**config.mk**
```make
export PLATFORM = sky130hd
export DESIGN_NAME = encoder8_seq
export DESIGN_NICKNAME = d
export VERILOG_FILES = /design/src/rtl/encoder8_seq.sv
export SDC_FILE = /design/constraint.sdc
export NUM_CORES = 1
export LEC_CHECK = 0
export CORE_MARGIN = 5
export CORE_UTILIZATION = 36
export DETAILED_ROUTE_END_ITERATION = 10
export GPL_TIMING_DRIVEN = 0
export HOLD_SLACK_MARGIN = 0.12
export PLACE_DENSITY = 0.73
export SLEW_MARGIN = 15
export SYNTH_ARGS = -nofsm -noshare
export SYNTH_HDL_FRONTEND = slang
export SYNTH_SLANG_ARGS = --single-unit
```
**constraint.sdc**
```tcl
create_clock -name clk -period 1.8 [get_ports clk]
set_clock_uncertainty 0.05 [all_clocks]
set_input_delay 0.36 -clock clk [delete_from_list [all_inputs] [get_ports clk]]
set_output_delay 0.36 -clock clk [all_outputs]
set_load 0.01 [all_outputs]
```
**src/rtl/encoder8_seq.sv**
```systemverilog
// Sequential 8-to-3 priority encoder: queues one-hot op requests and hands out one select per handshake.
// Optional build macro ENCODER8_ONEHOT_CHECK_EN rejects multi-hot request vectors and flags them on error.
module encoder8_seq #(
    parameter int HIGH_FIRST = 1
) (
    input  logic       clk,
    input  logic       rst_n,
    input  logic       enable,
    input  logic [7:0] req,
    input  logic       out_ready,
    input  logic       clear,
    output logic [2:0] select,
    output logic       out_valid,
    output logic [7:0] pending,
    output logic       overrun,
    output logic       error
);

    function automatic logic [2:0] prio_index(input logic [7:0] mask, input logic high_first);
        logic [2:0] idx;
        idx = 3'd0;
        if (high_first) begin
            for (int i = 0; i < 8; i++) idx = mask[i] ? i[2:0] : idx;
        end else begin
            for (int i = 7; i >= 0; i--) idx = mask[i] ? i[2:0] : idx;
        end
        return idx;
    endfunction

    logic [7:0] pending_q, pending_d;
    logic [2:0] select_q, select_d;
    logic       out_valid_q, out_valid_d;
    logic       overrun_q, overrun_d;
    logic       error_q, error_d;

    logic [7:0] acc_s;
    logic [7:0] grant_onehot_s;
    logic [2:0] grant_idx_s;
    logic       free_s;
    logic       load_s;
    logic       err_set_s;
    logic       ovr_set_s;

    // Next-state: request filtering, grant selection, pending merge and sticky flags.
    always_comb begin
        acc_s     = enable ? req : 8'h00;
        err_set_s = 1'b0;
`ifdef ENCODER8_ONEHOT_CHECK_EN
        if (enable && ((req & (req - 8'd1)) != 8'h00)) begin
            acc_s     = 8'h00;
            err_set_s = 1'b1;
        end else begin
            err_set_s = 1'b0;
        end
`endif
        free_s         = !out_valid_q || out_ready;
        load_s         = free_s && (pending_q != 8'h00);
        grant_idx_s    = prio_index(pending_q, HIGH_FIRST != 0);
        grant_onehot_s = load_s ? (8'h01 << grant_idx_s) : 8'h00;
        // A re-request of the bit being granted this cycle keeps it pending.
        pending_d = (pending_q & ~grant_onehot_s) | acc_s;
        ovr_set_s = (acc_s & pending_q & ~grant_onehot_s) != 8'h00;

        if (load_s) begin
            select_d    = grant_idx_s;
            out_valid_d = 1'b1;
        end else if (free_s) begin
            select_d    = select_q;
            out_valid_d = 1'b0;
        end else begin
            select_d    = select_q;
            out_valid_d = out_valid_q;
        end

        if (ovr_set_s) begin
            overrun_d = 1'b1;
        end else if (clear) begin
            overrun_d = 1'b0;
        end else begin
            overrun_d = overrun_q;
        end

`ifdef ENCODER8_ONEHOT_CHECK_EN
        if (err_set_s) begin
            error_d = 1'b1;
        end else if (clear) begin
            error_d = 1'b0;
        end else begin
            error_d = error_q;
        end
`else
        error_d = 1'b0;
`endif
    end

    // State registers with synchronous active-low reset.
    always_ff @(posedge clk) begin
        if (!rst_n) begin
            pending_q   <= 8'h00;
            select_q    <= 3'd0;
            out_valid_q <= 1'b0;
            overrun_q   <= 1'b0;
            error_q     <= 1'b0;
        end else begin
            pending_q   <= pending_d;
            select_q    <= select_d;
            out_valid_q <= out_valid_d;
            overrun_q   <= overrun_d;
            error_q     <= error_d;
        end
    end

    assign pending   = pending_q;
    assign select    = select_q;
    assign out_valid = out_valid_q;
    assign overrun   = overrun_q;
    assign error     = error_q;

endmodule

```
---- Yosys cells after proc, flatten, opt, wreduce, memory -nomap -nowiden ----
Cells that the tools add are included.
operators by class
  bitwise gates (word level) .............. 5
  order comparisons ....................... 0
  add/sub/neg operators ................... 0
  equality and inequality tests ........... 0
  reduce and logical (&&, ||, !) cells .... 7
  mux-type cells .......................... 13
  divide/modulo/power cells ............... 0
  shift operators ......................... 1
  multiply operators ...................... 0
operators with widths
  operator             count
  $and 8x8->8          3
  $mux 8               2
  $reduce_bool 8->1    2
  $mux 3               4
  $not 8->8            1
  $or 8x8->8           1
  $shl 1x3->8 const A  1
  $mux 1               5
  $mux 2               2
  $reduce_bool 2->1    2
  $logic_and 1x1->1    1
  $logic_not 1->1      1
  $logic_or 1x1->1     1
word-level totals
  bits in read-only memories .............. 0
  bits in writable memories ............... 0
  latch bits .............................. 0
  logic and storage cells ................. 30
  bits in registers ....................... 13
  output and inout bits ................... 14
  memories kept ........................... 0

---- Longest topological paths before layout ----
  depth after elaboration ................. 13
  gate-level depth with buffers ........... 6
  gate-level depth less buffers ........... 5

---- Worst setup path after synthesis ----
OpenSTA, ideal clock, no wires.
  path kind ............................... flip-flop to flip-flop
  start point ............................. register pending_q[4], in the netlist pending[4]
  end point ............................... register overrun_q, in the netlist overrun
  path slack .............................. -138 ps
  period minus slack after synthesis ...... 1,938 ps
  data required time ...................... 1,630 ps
  path buffers ............................ 1
  arrival time ............................ 1,768 ps
  cell stages (with the launch flop) ...... 7
  cell sequence ........................... dfxtp_1 buf_6 or4_1 o311a_1 a311oi_1 a31oi_1 o31a_1
on the way
  cells in the longest elaborated chain, start to end .. 10
  elaborated cells on any way between the ends .. 14
  classes of those cells .................. shift: 1; mux: 6; bitwise: 3; reduce/logical: 4
RTL lines
  item                                                RTL line  source
  start, declared                                     30        logic [7:0] pending_q, pending_d;
  start signal, assigned                              105       pending_q <= pending_d;
  $mux 3 (4 in a row)                                 23        for (int i = 0; i < 8; i++) idx = mask[i] ? i[2:0] : idx;
  $shl 1x3->8                                         59        grant_onehot_s = load_s ? (8'h01 << grant_idx_s) : 8'h00;
  $mux 8                                              59
  $not 8->8                                           62        ovr_set_s = (acc_s & pending_q & ~grant_onehot_s) != 8'h00;
  $and 8x8->8 (*)                                     62
  $reduce_bool 8->1 (*)                               62
  $mux 1 / $reduce_bool 2->1 (equally long branches)  --
  end signal, assigned                                108       overrun_q <= overrun_d;
  end, declared                                       33        logic overrun_q, overrun_d;
Every way passes the cells marked *; elsewhere a longest branch is shown, timed or not.
A chain may end at the register's enable or synchronous reset.

---- Final worst setup path ----
  start point ............................. register pending_q[7], in the netlist pending[7]
  end point ............................... register overrun_q, in the netlist overrun
on the way
  cells in the longest elaborated chain, start to end .. 7
  elaborated cells on any way between the ends .. 11
  classes of those cells .................. shift: 1; mux: 3; bitwise: 3; reduce/logical: 4
RTL lines
  item                                                     RTL line
  $reduce_bool 8->1 / $mux 3 (equally long branches)       57, 23
  $logic_and 1x1->1 / $shl 1x3->8 (equally long branches)  57, 59
  $mux 8                                                   59
  $not 8->8                                                62
  $and 8x8->8 (*)                                          62
  $reduce_bool 8->1 (*)                                    62
  $mux 1 / $reduce_bool 2->1 (equally long branches)       --
Marked as above.

==> results.sh <==
export IMPL_cp_data_required_time_ns=1.92
export IMPL_cts_buffers_inserted=3
export IMPL_vias=693
export IMPL_power_leakage_nw=0.368
export IMPL_powerDensity_mw_per_mm2=757
export IMPL_violations="setup timing"
export IMPL_post_route_min_period_ns=1.93
export IMPL_die_area_mm2=0.00267
export IMPL_post_route_period_util_pct=107
export IMPL_drtPass1Iterations=4
export IMPL_worst_ep_arrival_time_ns=2.04
export IMPL_core_mm2=0.00169
export IMPL_syn_area_um2=626
export IMPL_hold_viol=0
export IMPL_start_util_pct=37.0
export IMPL_critPathMaxFanout=8
export IMPL_clock_fmax_mhz=519
export IMPL_finalWeightedCongestion=0.808
export IMPL_finalNonFillerCells=127
export IMPL_synth_edf_count=0
export IMPL_synthCells=80
export IMPL_yosys_warnings=0
export IMPL_synth_nets=93
export IMPL_drive_above_1_share_pct=11.8
export IMPL_antenna_found_initial=0
export IMPL_setup_ws_ns=-0.127
export IMPL_grt_start_max_net_pins=11
export IMPL_post_drt_wl_per_cell_um=14.1
export IMPL_synth_top_cell_area_share_pct=41.6
export IMPL_postRouteWirelength_um=1790
export IMPL_portBuffers=24
export IMPL_grt_pass1_wl_um=2730
export IMPL_dieHeight_um=51.7
export IMPL_whs_ns=0.445
export IMPL_areaGrowthSynthToFinish_pct=53.4
export IMPL_grt_pass1_vias=633
export IMPL_setup_viol=1
export IMPL_ys_flop_type="dfxtp_1"
export IMPL_dp_cells=121
export IMPL_vdd_ir_drop_worst_v=0.000406
export IMPL_yosys_top_cells_count="dfxtp_1, nand2_1, nor2_1, a21oi_1, inv_1"
export IMPL_drc=0
export IMPL_crit_path_end_kind="flip-flop"
export IMPL_hp_class="in2reg"
export IMPL_hpwl_um=1240
export IMPL_boundaryPins=27
export IMPL_clkLatencyLatePin_ns=0.28
export IMPL_track_usage_pct=13.7
export IMPL_cts_tree="yes"
export IMPL_clockBufferDepth=2
export IMPL_overflow=0
export IMPL_ant_nets=0
export IMPL_status="finished with violations"
export IMPL_synth_avg_cell_area_um2=7.82
export IMPL_rsz0062_at_grt="yes"
export IMPL_drv_cap=0
export IMPL_cts_sinks=13
export IMPL_criticalPathCategory="reg2reg"
export IMPL_synth_seq_cells=13
export IMPL_fp_dieW_um=51.7
export IMPL_row_count=15
export IMPL_diodes=0
export IMPL_viasPerCell=5.46
export IMPL_first_iter_violations=19
export IMPL_num_nets_final=124
export IMPL_synthArstFlopShare_pct=0
export IMPL_maxSlewViolCount=0
export IMPL_start_kind="flip-flop"
export IMPL_path_clk_slew_ns=0.09
export IMPL_cts_max_level=1
export IMPL_synth_most_common_cell="dfxtp_1"
export IMPL_fin_tns_setup_ns=-0.127
export IMPL_synth_top_area_cell="dfxtp_1"
export IMPL_root_buffer="clkbuf_4"
export IMPL_ys_seq_area_share_pct=41.6
export IMPL_post_synth_main_area_contributors="dfxtp_1, a21oi_1, a22oi_1, nand2_1, nor2_1"
export IMPL_ys_types=27
final timing paths:
| path | slack, ns | startpoint | endpoint | depth (start not counted) |
|---|---|---|---|---|
| setup / recovery | -0.13 | pending[7]$_SDFF_PN0_ | overrun$_SDFFE_PN0P_ | 5 |
| hold / removal | 0.44 | enable | pending[4]$_SDFF_PN0_ | 3 |
| setup reg to reg | -0.13 | pending[7]$_SDFF_PN0_ | overrun$_SDFFE_PN0P_ | 5 |
| hold reg to reg | 0.47 | select[2]$_SDFFE_PN0N_ | select[2]$_SDFFE_PN0N_ | 2 |
stage by stage:
stage	worst slack, ns	total power, mW	instance area, um2	util, %
4_1_cts	-0.123	0.722	947	56.1
5_1_grt	-0.200	0.758	960	56.8
6_report	-0.127	0.726	960	56.8
3_5_place_dp	-0.328	0.535	891	52.7
2_1_floorplan	-0.0666	0.437	629	-
3_3_place_gp	-0.312	0.532	891	52.7
layout make-up:
type | count | area, um2
buffer | 4 | 26.3
clock buffer | 4 | 26.3
fill | 145 | 729
inverter | 6 | 22.5
multi-input combinational | 57 | 338
sequential | 13 | 270
tap | 17 | 21.3
timing repair buffer | 26 | 255
worst max-delay path, cell delays in order (launching register included):
cell and delay, ns:
dfxtp_4 0.38, or4_1 0.49, o311a_1 0.31, a311oi_2 0.21, a31oi_1 0.13, o31a_1 0.24
cells in the final DEF, fill, tap and decap left out, types with 3 or more instances in the layout:
master and n:
clkdlybuf4s50_1 24, nor2_1 9, clkbuf_4 3, clkbuf_1 3, o21ai_0 5, nand3_1 3, inv_1 6, buf_4 3
a22oi_1 5, a21oi_1 8, nand2_1 9, dfxtp_1 9
logic make-up (layout without fill, tap and decap cells):
family	after synthesis	after routing	synth area share [%]
buf+inv	10	40	7.80
other cells	1	1	0.599
flops	13	13	41.6
compound gates	28	28	29.4
simple gates	28	28	20.6
routing by layer:
metal | wire (um) | GRT usage (%) | vias to the layer above
met5 | 0 | 0 | -
met3 | 134 | 2.29 | 4
li1 | - | - | 348
met2 | 840 | 23.3 | 38
met1 | 785 | 16.0 | 303
met4 | 25 | 7.86 | 0
state kept, by name, indices dropped and copies added (netlist names):
register and cells:
out_valid 1, overrun 1, pending 8, select 3
where the power goes:
| group | switching [mW] | internal, mW |
|---|---|---|
| clock | 0.0995 | 0.0858 |
| combinational | 0.0958 | 0.110 |
| sequential | 0.0226 | 0.312 |
| total | 0.218 | 0.509 |
what timing repair did:
item,CTS,global route
setup buffers,2,0
hold buffers,0,0
cloned,0,0
pin swaps,2,0
setup endpoints to repair,5,5
gates resized for setup,3,3
Power figures use the tool's default switching activity.
==> RTL edit (same settings) <==
Change the parameter `HIGH_FIRST` from 1 to 0.
--- a/src/rtl/encoder8_seq.sv
+++ b/src/rtl/encoder8_seq.sv
@@ -1,7 +1,7 @@
 // Sequential 8-to-3 priority encoder: queues one-hot op requests and hands out one select per handshake.
 // Optional build macro ENCODER8_ONEHOT_CHECK_EN rejects multi-hot request vectors and flags them on error.
 module encoder8_seq #(
-    parameter int HIGH_FIRST = 1
+    parameter int HIGH_FIRST = 0
 ) (
     input  logic       clk,
     input  logic       rst_n,
Formal check against the unedited RTL: not equivalent (Yosys sat finds a counterexample within 4 cycles, from zero or initial values and one cycle with rst_n low).
==> RTL edit against the original RTL <==
- worst setup slack improved by 0.13 ns
- routed wire length is 1.5% higher
- core utilization rose by 0.098 points
- total power increased by 1.2%
- sequential cell count stayed put
- design area rose by 5.7%
- global-route usage up 0.23 points
- area after synthesis rose by 11%
- via count increased by 2.2%
- largest cell class unchanged
- highest routed layer unchanged
==> RTL edit: results (changes against the original RTL) <==
{| class="wikitable"
! Metric !! Value
|-
| GRT Overall Usage || 0.139 (+0.00234)
|-
| Top layer in use || met4
|-
| Later-pin clock latency in the skew report || 0.28 ns (about the same)
|-
| Share of the yosys chip area belonging to registers || 0.376 (-0.0399)
|-
| Detail-routed net length per standard cell || 13.6 um (-3.1%)
|-
| Count of cell types in the netlist || 34 (+26%)
|-
| Final hold violation count || 0 (unchanged)
|-
| Largest buffer count on any clock path || 2 (unchanged)
|-
| Run status || completed
|-
| Count of TritonRoute iterations in the first routing pass || 4 (unchanged)
|-
| Hold WC Path Type || reg -> reg
|-
| Placer Congestion || 0.809 (+0.11%)
|-
| Post-placement setup slack || -0.352 ns (-0.0238 ns)
|-
| Maximum fanout encountered on the critical timing path || 7 (-1)
|-
| Leakage power total || 0.371 nW (+0.87%)
|-
| Least setup slack across all paths after layout || 0.00210 ns (+0.129 ns)
|-
| Count of yosys warnings during synthesis || 0 (unchanged)
|-
| Port bufs || 25 (+4.2%)
|-
| Met2 routed WL || 836 um (-0.48%)
|-
| Synthesized netlist net count || 92 (-1.1%)
|-
| DRC violations left || 0 (unchanged)
|-
| Placement-stage cell area || 973 sq um (+9.3%)
|-
| Via count of the routed design || 708 (+2.2%)
|-
| 1st-iter DRT viols || 10 (-9)
|-
| Critical path arrival || 1.91 ns (-0.13 ns)
|-
| Leading post-synthesis cells by instance count || 13 x dfxtp_1, 8 x nor2b_1, 7 x nand2_1, 6 x a21oi_1
|-
| Number of H-tree levels || 1 (unchanged)
|-
| Share of flip-flops with an asynchronous set or reset || 0 (unchanged)
|-
| Maximum number of pins on one net before global-route repair || 11 (unchanged)
|-
| Post-route cell area || 1010 sq um (+5.7%)
|-
| Final net count || 122 (-1.6%)
|-
| Met1 routed wirelength after detailed routing || 847 um (+7.9%)
|-
| Cell types with the largest area share after synthesis || dfxtp_1 38%, nor2b_1 7.2%, a21oi_1 4.3%, o21a_1 4.3%, nand2_1 3.8%
|-
| Gate count after technology mapping || 79 (-1.3%)
|-
| Worst vdd ir || 432 uV (+6.4%)
|-
| Met3 layer wire length in the routed design || 78 um (-42%)
|-
| Layout cells sized above 1 || 0.157 (+0.0392)
|-
| Number of global-route vias before repair || 674 (+6.5%)
|-
| Number of antenna violations at the first check in global routing || 0 (unchanged)
|-
| Clock buffer count from CTS || 3 (unchanged)
|-
| Maximum single-stage delay on the critical path || 0.38 ns (-0.11 ns)
|-
| Antenna diode instance count || 0 (unchanged)
|-
| Cell at the slowest stage of the critical path || dfxtp_4
|-
| Clock root cell || clkbuf_4
|-
| Placed wire-length estimate || 1.37 mm (+11%)
|-
| Net switching component of the power || 0.216 mW (-0.93%)
|-
| Final cell count without fillers || 133 (+4.7%)
|-
| Wire length of the first global-routing pass || 2.85 mm (+4.3%)
|}
[RTL edit: cell types whose count changed in the layout (fill, tap and decap cells not counted), sizes merged, moves of 3 or more]
| cell | unedited run | this run |
|---|---|---|
| o21a | 0 | 4 |
| nor2 | 9 | 4 |
| nand3 | 3 | 0 |
| nor2b | 1 | 8 |
| a21boi | 0 | 3 |
| a22oi | 5 | 2 |
| inv | 6 | 2 |
[RTL edit: area by class of cell]
class / instances / area [sq um]
fillers: 170 / 768
multi-input cells: 60 / 408
flip-flops and latches: 13 / 269
repair buffers: 25 / 250
well taps: 25 / 31.3
clock buffers: 4 / 26.3
plain buffers: 4 / 22.5
inverters: 2 / 7.51
[RTL edit: worst paths after layout]
| check | start | end | slack, ns | cells past startpoint |
|---|---|---|---|---|
| max reg2reg | pending[1] | overrun | 0.002 | 5 |
| min reg2reg | select[2] | select[2] | 0.45 | 2 |
| max | pending[1] | overrun | 0.002 | 5 |
| min | select[2] | select[2] | 0.45 | 2 |
[RTL edit: critical path, delay by kind of cell (launching register included)]
family | cells | cell delay (ns)
compound gates | 3 | 0.78
flops | 1 | 0.38
simple gates | 2 | 0.48
[RTL edit: what timing repair did]
action / in CTS / in global routing
setup buffers: 0 / 0
gates resized for setup: 4 / 5
pin swaps: 1 / 0
endpoints found under the hold margin: 0 / 0
endpoints found under the setup margin: 2 / 3
gates cloned: 0 / 0
[RTL edit: kinds of logic (layout without fill, tap and decap cells)]
| group | count (synthesis) | after routing | synth area share |
|---|---|---|---|
| DFF | 13 | 13 | 0.376 |
| and+or+nand+nor | 28 | 28 | 0.241 |
| buffers and inverters | 6 | 35 | 0.0398 |
| AOI/OAI and AO/OA | 30 | 30 | 0.324 |
| muxes | 1 | 1 | 0.0145 |
| other | 1 | 1 | 0.00542 |
[RTL edit: power by group through the flow]
stage / Clock, mW / Sequential [mW] / Combinational [mW]
after floorplan: 0 / 0.353 / 0.101
after global placement: 0 / 0.344 / 0.206
after detailed placement: 0 / 0.346 / 0.209
after CTS: 0.188 / 0.340 / 0.213
after global routing: 0.209 / 0.345 / 0.232
final: 0.184 / 0.340 / 0.212
[RTL edit: per-layer routing]
| layer | GRT usage | vias up |
|---|---|---|
| li1 | - | 348 |
| met1 | 0.168 | 327 |
| met2 | 0.218 | 27 |
| met3 | 0.0249 | 6 |
| met4 | 0.102 | 0 |
| met5 | 0 | - |
